## src/rtl/ibex_hpm_counter_bank.sv

```systemverilog
// ibex_hpm_counter_bank: mhpmcounter3+/mhpmcounterh/mhpmevent bank; CSR decode (hit, comb rdata, we/wdata), inhibit/event inputs, per-counter overflow pulses
module ibex_hpm_counter_bank #(
  parameter int unsigned NumCounters  = 10,
  parameter int unsigned CounterWidth = 40,
  parameter int unsigned NumEvents    = 16
) (
  input  logic                   clk_i,
  input  logic                   rst_i,
  input  logic                   csr_we_i,
  input  logic [11:0]            csr_addr_i,
  input  logic [31:0]            csr_wdata_i,
  output logic [31:0]            csr_rdata_o,
  output logic                   csr_hit_o,
  input  logic [NumCounters-1:0] inhibit_i,
  input  logic [NumEvents-1:0]   event_i,
  output logic [NumCounters-1:0] counter_ovf_o
);
  if (NumCounters == 0) begin : g_none
    assign csr_rdata_o   = '0;
    assign csr_hit_o     = 1'b0;
    assign counter_ovf_o = '0;
  end else begin : g_bank
    logic [CounterWidth-1:0] cnt [NumCounters];
    logic [CounterWidth-1:0] wlo [NumCounters];
    logic [CounterWidth-1:0] whi [NumCounters];
    logic [NumEvents-1:0]    sel [NumCounters];
    logic [NumCounters-1:0]  we_lo, we_hi, we_ev, inc;
    logic [63:0]             ext;
    always_comb begin
      csr_rdata_o = '0;
      csr_hit_o   = 1'b0;
      we_lo       = '0;
      we_hi       = '0;
      we_ev       = '0;
      inc         = '0;
      ext         = '0;
      for (int i = 0; i < NumCounters; i++) begin
        ext    = 64'(cnt[i]);
        wlo[i] = CounterWidth'({ext[63:32], csr_wdata_i});
        whi[i] = CounterWidth'({csr_wdata_i, ext[31:0]});
        inc[i] = !inhibit_i[i] && |(event_i & sel[i]);
        if (csr_addr_i == 12'(32'hB03 + i)) begin
          csr_hit_o   = 1'b1;
          csr_rdata_o = ext[31:0];
          we_lo[i]    = csr_we_i;
        end
        if (csr_addr_i == 12'(32'hB83 + i)) begin
          csr_hit_o   = 1'b1;
          csr_rdata_o = ext[63:32];
          we_hi[i]    = csr_we_i;
        end
        if (csr_addr_i == 12'(32'h323 + i)) begin
          csr_hit_o   = 1'b1;
          csr_rdata_o = 32'(sel[i]);
          we_ev[i]    = csr_we_i;
        end
      end
    end
    always_ff @(posedge clk_i) begin
      if (rst_i) begin
        for (int i = 0; i < NumCounters; i++) begin
          cnt[i] <= '0;
          sel[i] <= '0;
        end
        counter_ovf_o <= '0;
      end else begin
        for (int i = 0; i < NumCounters; i++) begin
          cnt[i] <= we_lo[i] ? wlo[i] : we_hi[i] ? whi[i] : cnt[i] + CounterWidth'(inc[i]);
          sel[i] <= we_ev[i] ? csr_wdata_i[NumEvents-1:0] : sel[i];
          counter_ovf_o[i] <= inc[i] && !we_lo[i] && !we_hi[i] && &cnt[i];
        end
      end
    end
  end
endmodule

```

## config.mk

```make
export PLATFORM = sky130hd
export DESIGN_NAME = ibex_hpm_counter_bank
export DESIGN_NICKNAME = d
export VERILOG_FILES = /design/src/rtl/ibex_hpm_counter_bank.sv
export SDC_FILE = /design/constraint.sdc
export NUM_CORES = 2
export LEC_CHECK = 0
export BUFFER_PORTS_ARGS = -buffer_cell sky130_fd_sc_hd__buf_2
export CAP_MARGIN = 5
export CORE_MARGIN = 2
export CORE_UTILIZATION = 28
export DETAILED_ROUTE_END_ITERATION = 10
export GPL_ROUTABILITY_DRIVEN = 0
export SYNTH_ARGS = -nofsm -noshare
export SYNTH_HDL_FRONTEND = slang
export SYNTH_SLANG_ARGS = --single-unit
```

## constraint.sdc

```tcl
create_clock -name clk_i -period 3.1 [get_ports clk_i]
set_input_delay 0.155 -clock clk_i [delete_from_list [all_inputs] [get_ports clk_i]]
set_output_delay 0.155 -clock clk_i [all_outputs]
set_load 0.01 [all_outputs]
```

---- Word-level counts from Yosys, hierarchy flattened ----
Memory sizes are Yosys's and may differ from the RTL's.
Index checks and enable logic that the tools add are counted.
operators by class
  add/sub/neg operators ................... 10
  multiply operators ...................... 0
  divide/modulo/power cells ............... 0
  magnitude comparators ................... 0
  equal/unequal tests ..................... 30
  shift operators ......................... 0
  muxes and demuxes ....................... 143
  bitwise logic cells ..................... 30
  reduce and logical (&&, ||, !) cells .... 90
operators by type and width
  operator                                               number
  two-way mux 40 bit                                     30
  two-way mux 32 bit                                     30
  adder 40 x 1 -> 40 bit                                 10
  AND reduction 40 bit                                   10
  two-way mux 16 bit                                     20
  equality test 12 bit, second input constant            20
  AND 16 bit                                             10
  OR reduction 16 bit                                    10
  equality test 12 x 10 -> 1 bit, second input constant  10
  two-way mux 1 bit                                      63
  logical AND 1 bit                                      40
  logical NOT 1 bit                                      30
  bitwise OR 1 bit                                       20
word-level totals
  register bits after elaboration ......... 10
  latch bits .............................. 0
  bits in writable memories ............... 560
  memory bits (read-only) ................. 0
  input bits .............................. 73
  logic and storage cells ................. 306
  memories kept ........................... 2
memories
  memory      words  bits a word  rd ports  clocked after memory_dff  write ports  line  text
  g_bank.cnt  10     40           10        0                         10           23    logic [CounterWidth-1:0] cnt [NumCounters];
  g_bank.sel  10     16           10        0                         10           26    logic [NumEvents-1:0] sel [NumCounters];

---- Depth between registers and ports, before layout ----
  depth after elaboration ................. 31
  mapped depth ............................ 17
  depth with buffers taken out ............ 15

---- Worst setup path before layout ----
OpenSTA, ideal clock, no wires.
  kind .................................... input -> register
  from .................................... in event_i[0]
  to ...................................... mem g_bank.cnt[6][32]
  arrival ................................. 2,928 ps
  data required time ...................... 2,972 ps
  slack ................................... 44 ps
  stages .................................. 16
  path through ............................ clkbuf_1 > a22o_1 > a221oi_1 > and3_1 > a31oi_1 > ha_1 > ha_1 > nand2_1 > or2_2 > clkbuf_1 > nor3_2 > and2_1 > nand3_1 > xnor2_1 > a222oi_1 > nor2_1
RTL lines
  element          line  text
  start, declared  15    input logic [NumEvents-1:0] event_i,
  end, declared    23

---- Worst setup path after layout ----
  from .................................... in csr_addr_i[5]
  to ...................................... out csr_rdata_o[1]
on the way
  longest elaborated chain between the ends .. 31
  elaborated cells between the ends (all ways) .. 60
  those cells by class .................... eq/ne (30); mux (30)
RTL lines
  element                 line  text
  start, declared         10    input logic [11:0] csr_addr_i,
  equality test 12 bit    42    if (csr_addr_i == 12'(32'hB03 + i)) begin
  two-way mux 32 bit      42
  two-way mux 32 bit      47    if (csr_addr_i == 12'(32'hB83 + i)) begin
  two-way mux 32 bit      52    if (csr_addr_i == 12'(32'h323 + i)) begin
  two-way mux 32 bit      42
  two-way mux 32 bit      47
  two-way mux 32 bit      52
  two-way mux 32 bit      42
  [... 15 more ...]       --
  two-way mux 32 bit      47
  two-way mux 32 bit      52
  two-way mux 32 bit      42
  two-way mux 32 bit      47
  two-way mux 32 bit      52
  two-way mux 32 bit      42
  two-way mux 32 bit      47
  two-way mux 32 bit (*)  52
  end, declared           12    output logic [31:0] csr_rdata_o,
Every way passes the cells marked *; elsewhere a longest branch is shown, timed or not.

==> impl.org <==
** Clock tree
- Clk_lat worst skew :: 640 ps
- Clock Sink Count :: 570
- Maximum clock path buffer count :: 3
- TritonCTS built the clock tree.
- The tree is rooted in a sky130_fd_sc_hd__clkbuf_16.
- Clock-pin slew was measured on the worst setup and hold paths at 60 ps.
- Number of CTS-inserted buffers :: 69
- H-tree level count :: 3

** Logic synthesis
- The synthesized design contains 570 register bits.
- Of the total synthesized cell area, the portion taken by full adders, half adders and majority gates is 0.007077.
- Synth warnings :: 0
- EDFF count, synth :: 0
- After synthesis, the largest family of logic cells by area is compound AO/OA/AOI/OAI gates.
- Counting flops with an async set or reset pin after synthesis yields a share of 0.
- Of the post-synthesis cell area, the part taken by muxes is 0.002902.
- Synth Area in Simple Gates :: 0.2805
- Synthesized netlist net count :: 5038
- Each instance of the synthesized netlist takes up on average 7.150 um^2.
- Summing every instance area after synthesis gives 0.03536 mm^2.
- Xor and xnor area share after synthesis :: 0.02750
- After synthesis, the netlist uses 93 different library cells.
- For this run, the leading register cell type out of synthesis is sky130_fd_sc_hd__dfxtp_1.
- Synthesis produced a netlist whose cell count is 4945.
- Proportion of synthesized chip area in sequential cells :: 0.3227
- Area fraction in compound gates after synthesis :: 0.3067

** Detailed routing
- Total via count after detailed routing :: 43930
- The detailed router finished its first iteration with 7484 violations.
- Count of antenna-violating nets left after detailed routing :: 0
- After detailed routing, the number of vias per cell comes to 6.250.
- WL per Instance :: 26.11 um
- After detailed routing, the number of remaining DRC violations is 2.
- Iteration count of the initial detailed-routing pass :: 11
- The final layout contains routed wiring with a total length of 183500 um.

** Critical path
- Cells traversed along the worst timing path :: buf_2, or4b_4, buf_6, or3_1, buf_4, nor2_1, a2111oi_1, a31oi_1, o31ai_1, buf_4, a21oi_4, buf_4, buf_2
- Largest fanout of any net on the critical path :: 9
- By instance count, the cell type seen most on the critical path is sky130_fd_sc_hd__buf_4.
- The worst setup path is launched from a primary input.
- Delay contributed by the slowest stage of the critical path :: 630 ps
- R2R cell count :: 15
- Req. time, crit path :: 2940 ps
- The worst setup path is of the in2out kind.
- Kind of cell adding the most delay to the critical path :: simple AND/OR/NAND/NOR gates
- Reg2Reg Launch Point :: g_bank.sel[3][0]
- Data on the critical path arrives at its endpoint at 3130 ps.
- Max stage delay cell, worst path :: sky130_fd_sc_hd__or4b_4
- Count of buffer and inverter cells on the critical path :: 6
- Setup crit end kind :: primary output
- In this run the critical register-to-register path is captured at g_bank.cnt[3][38].
- Internal reg-to-reg setup slack :: 30 ps

** Place
- Counting tap cells, the placed design contains a total of 6854 instances.
- Port Buffers :: 115
- Post-place instance area :: 0.04135 mm^2
- Before CTS, the worst setup slack after placement is -672.0 ps.
- The wire-length estimate of the detail-placed layout is 131000 um.

** Power
- Total power for the finished layout comes to 0.01644 W.
- VDD sags by at most 0.4118 mV.
- PwrDens :: 364.1 mW/mm^2
- Leak :: 15.86 nW

** Floorplanning
- Measured along the y axis, the die boundary spans 359.4 um.
- Floorplan die area :: 0.1291 mm^2
- The initial utilization of the core area, before any placement, comes to 0.2819.
- Number of placement rows :: 130
- Die Span X :: 359.4 um
- 116 I/O pins were placed.
- The region available for standard cell placement spans 0.1254 mm^2.

** Finish
- Once layout is done, the placed cells without fillers occupy 0.04514 mm^2.
- For this run, the number of standard cells in the final layout without fillers is 7028.
- The library cell used most frequently in the layout, excluding fill and tap cells, is sky130_fd_sc_hd__nand2_1.
- Layout cells sized above 1 :: 0.1994
- Layout area overhead :: 27.68%
- Final Net Count :: 5415
- Commonest cells after routing, fill and taps aside :: 760 x sky130_fd_sc_hd__nand2_1, 571 x sky130_fd_sc_hd__a21oi_1, 550 x sky130_fd_sc_hd__dfxtp_1, 525 x sky130_fd_sc_hd__buf_4, 487 x sky130_fd_sc_hd__nor2_1

** Timing
- Maximum operating frequency :: 0.3045 GHz
- Setup repair after global routing could not meet its margin everywhere.
- The clock arrives with 28.43 ps of skew.
- The number of hold violations in the final report was 0.
- Across all setup checks in the final design, the least slack found is -184.6 ps.
- Final setup fails :: 9
- For the pin with the worst max-slew slack, the measured transition is 1092 ps.
- Headroom to the max-slew limit :: 0.2723
- In the final timing run, aggregate negative setup slack is -748.4 ps.
- The final max-slew violation count came to 0.
- Post-layout min period :: 3285 ps
- In the finished design, the share of the clock period the worst path needs comes to 1.060.

** Status
- Failing checks :: design-rule violations, negative setup slack
- The flow ran to the end, but the final reports show violations.

** Global route
- Entering global routing, the biggest net connects 182 pins.
- Global Route met3 Usage :: 0.06189
- Met1 Usage GRT :: 0.3645
- The layer flagged by global routing as most heavily used is met2.
- The total overflow left after global routing is 0.
- Number of antenna violations at the first check in global routing :: 9
- Number of global-route vias before repair :: 38170
- Global-route wire length before repair :: 262900 um
- Met2 routing resource usage after global routing :: 0.3787
- For this run, the total global-route usage over all layers was measured as 0.2674.

** Job
- Across the run, the number of max-cap violations was 0.

** Min path
- Sink of the worst hold path :: counter_ovf_o[8]
- Counting instances, the worst hold path has a depth of 5.
- In this run the worst hold path is classified as in2reg.
- The startpoint identified for the worst hold timing path is inhibit_i[8].
[cells by family after synthesis]
kind of cell | after synthesis
simple gates | 2098
xor+xnor | 111
mux | 10
fa+ha+maj | 20
compound gates | 1678
buf+inv | 458
flops | 570
[per-stage QoR]
step | utilization | hold slack, ps
final | 0.3600 | 28.88
after global routing | 0.3599 | 18.05
after CTS | 0.3512 | 2.618
after detailed placement | 0.3297 | 472.7
after global placement | 0.3297 | 466.5
after floorplan | - | 231.4
[metal layers]
metal  share of wire  vias up
met5         0.00019        -
met2            0.40     3274
met4           0.075        6
met1            0.39    20720
met3            0.13      720
li1                -    19210
[worst register-to-register path: cells and delay by family, from the launching register on]
family	cells	cell delay (ps)
adder cells (fa/ha/maj)	2	270
buffers and inverters	1	190
AND/OR/NAND/NOR	7	1470
flip-flops	1	320
AO/OA/AOI/OAI	5	760
[where the power goes]
group | total (W) | leakage, nW | internal, W | switching, W
Clock | 0.00820 | 1.09 | 0.00469 | 0.00351
Sequential | 0.00733 | 4.60 | 0.00732 | 0.00000169
Combinational | 0.000913 | 10.2 | 0.000206 | 0.000707
[worst max path at each step]
| stage | start | to | cells past startpoint |
|---|---|---|---|
| 6_report | csr_addr_i[5] | csr_rdata_o[1] | 13 |
| 5_1_grt | csr_addr_i[5] | csr_rdata_o[1] | 13 |
| 4_1_cts | csr_addr_i[5] | csr_rdata_o[1] | 13 |
| 3_5_place_dp | csr_addr_i[5] | csr_rdata_o[1] | 13 |
| 3_3_place_gp | csr_addr_i[5] | csr_rdata_o[1] | 13 |
| 2_1_floorplan | event_i[0] | g_bank.cnt[6][32] | 16 |
[synth_stat cells (9+ instances only)]
library cell                  n  share of area
sky130_fd_sc_hd__o22ai_1     37         0.0065
sky130_fd_sc_hd__a31oi_1     52         0.0092
sky130_fd_sc_hd__xor2_1      35         0.0087
sky130_fd_sc_hd__nor3b_1     11         0.0023
sky130_fd_sc_hd__a211oi_1    67          0.014
sky130_fd_sc_hd__nand2_1    771          0.082
sky130_fd_sc_hd__a22o_1      43          0.011
sky130_fd_sc_hd__buf_1       16         0.0017
sky130_fd_sc_hd__and4_1      30         0.0074
sky130_fd_sc_hd__o21ai_1     11         0.0016
sky130_fd_sc_hd__nor2_1     515          0.055
sky130_fd_sc_hd__and3_1     101          0.018
sky130_fd_sc_hd__buf_2       77          0.011
sky130_fd_sc_hd__o21ai_0    312          0.044
sky130_fd_sc_hd__a21o_1      16         0.0034
sky130_fd_sc_hd__nor3_1     150          0.021
sky130_fd_sc_hd__o2111ai_1    9         0.0022
sky130_fd_sc_hd__or3_1       27         0.0048
sky130_fd_sc_hd__buf_4        9         0.0019
sky130_fd_sc_hd__a22oi_1    179          0.038
sky130_fd_sc_hd__nand3_1    194          0.027
sky130_fd_sc_hd__ha_1        20         0.0071
sky130_fd_sc_hd__nand2b_1    11         0.0019
sky130_fd_sc_hd__o221ai_1    31         0.0077
sky130_fd_sc_hd__a222oi_1    65          0.018
sky130_fd_sc_hd__o31ai_1     24         0.0051
sky130_fd_sc_hd__nor4_1      49         0.0087
sky130_fd_sc_hd__a221o_1     13         0.0037
sky130_fd_sc_hd__xnor2_1     76          0.019
sky130_fd_sc_hd__and2_1      24         0.0042
sky130_fd_sc_hd__or4_1        9         0.0019
sky130_fd_sc_hd__nand4_1    116          0.021
sky130_fd_sc_hd__a221oi_1   144          0.036
sky130_fd_sc_hd__a21oi_1    580          0.082
sky130_fd_sc_hd__o211ai_1    14         0.0030
sky130_fd_sc_hd__clkbuf_1   320          0.034
sky130_fd_sc_hd__nor3_2      13         0.0037
sky130_fd_sc_hd__a32oi_1     19         0.0047
sky130_fd_sc_hd__inv_1       34         0.0036
sky130_fd_sc_hd__dfxtp_1    570           0.32
[timing repair]
action                                 4_1_cts  5_1_grt
gates resized for setup                     75      196
cloned                                       1        1
hold buffers                                12        0
pin swaps                                   19       68
endpoints found under the hold margin       55        0
setup buffers                                7       29
setup endpoints to repair                   39      163
[registers in the layout, indices dropped and copies added (netlist names)]
register and flops:
g_bank.cnt 400, counter_ovf_o 10, g_bank.sel 160
[area by class of cell]
| class | count | area (um^2) |
|---|---|---|
| clock buffers | 107 | 2115 |
| multi-input cells | 3917 | 23230 |
| diodes | 6 | 15.01 |
| inverters | 35 | 131.4 |
| clock inverters | 14 | 102.6 |
| repair buffers | 729 | 6047 |
| flip-flops and latches | 570 | 11440 |
| fillers | 13020 | 80260 |
| well taps | 1650 | 2064 |
Note: power is estimated with default switching activity, not from simulation.
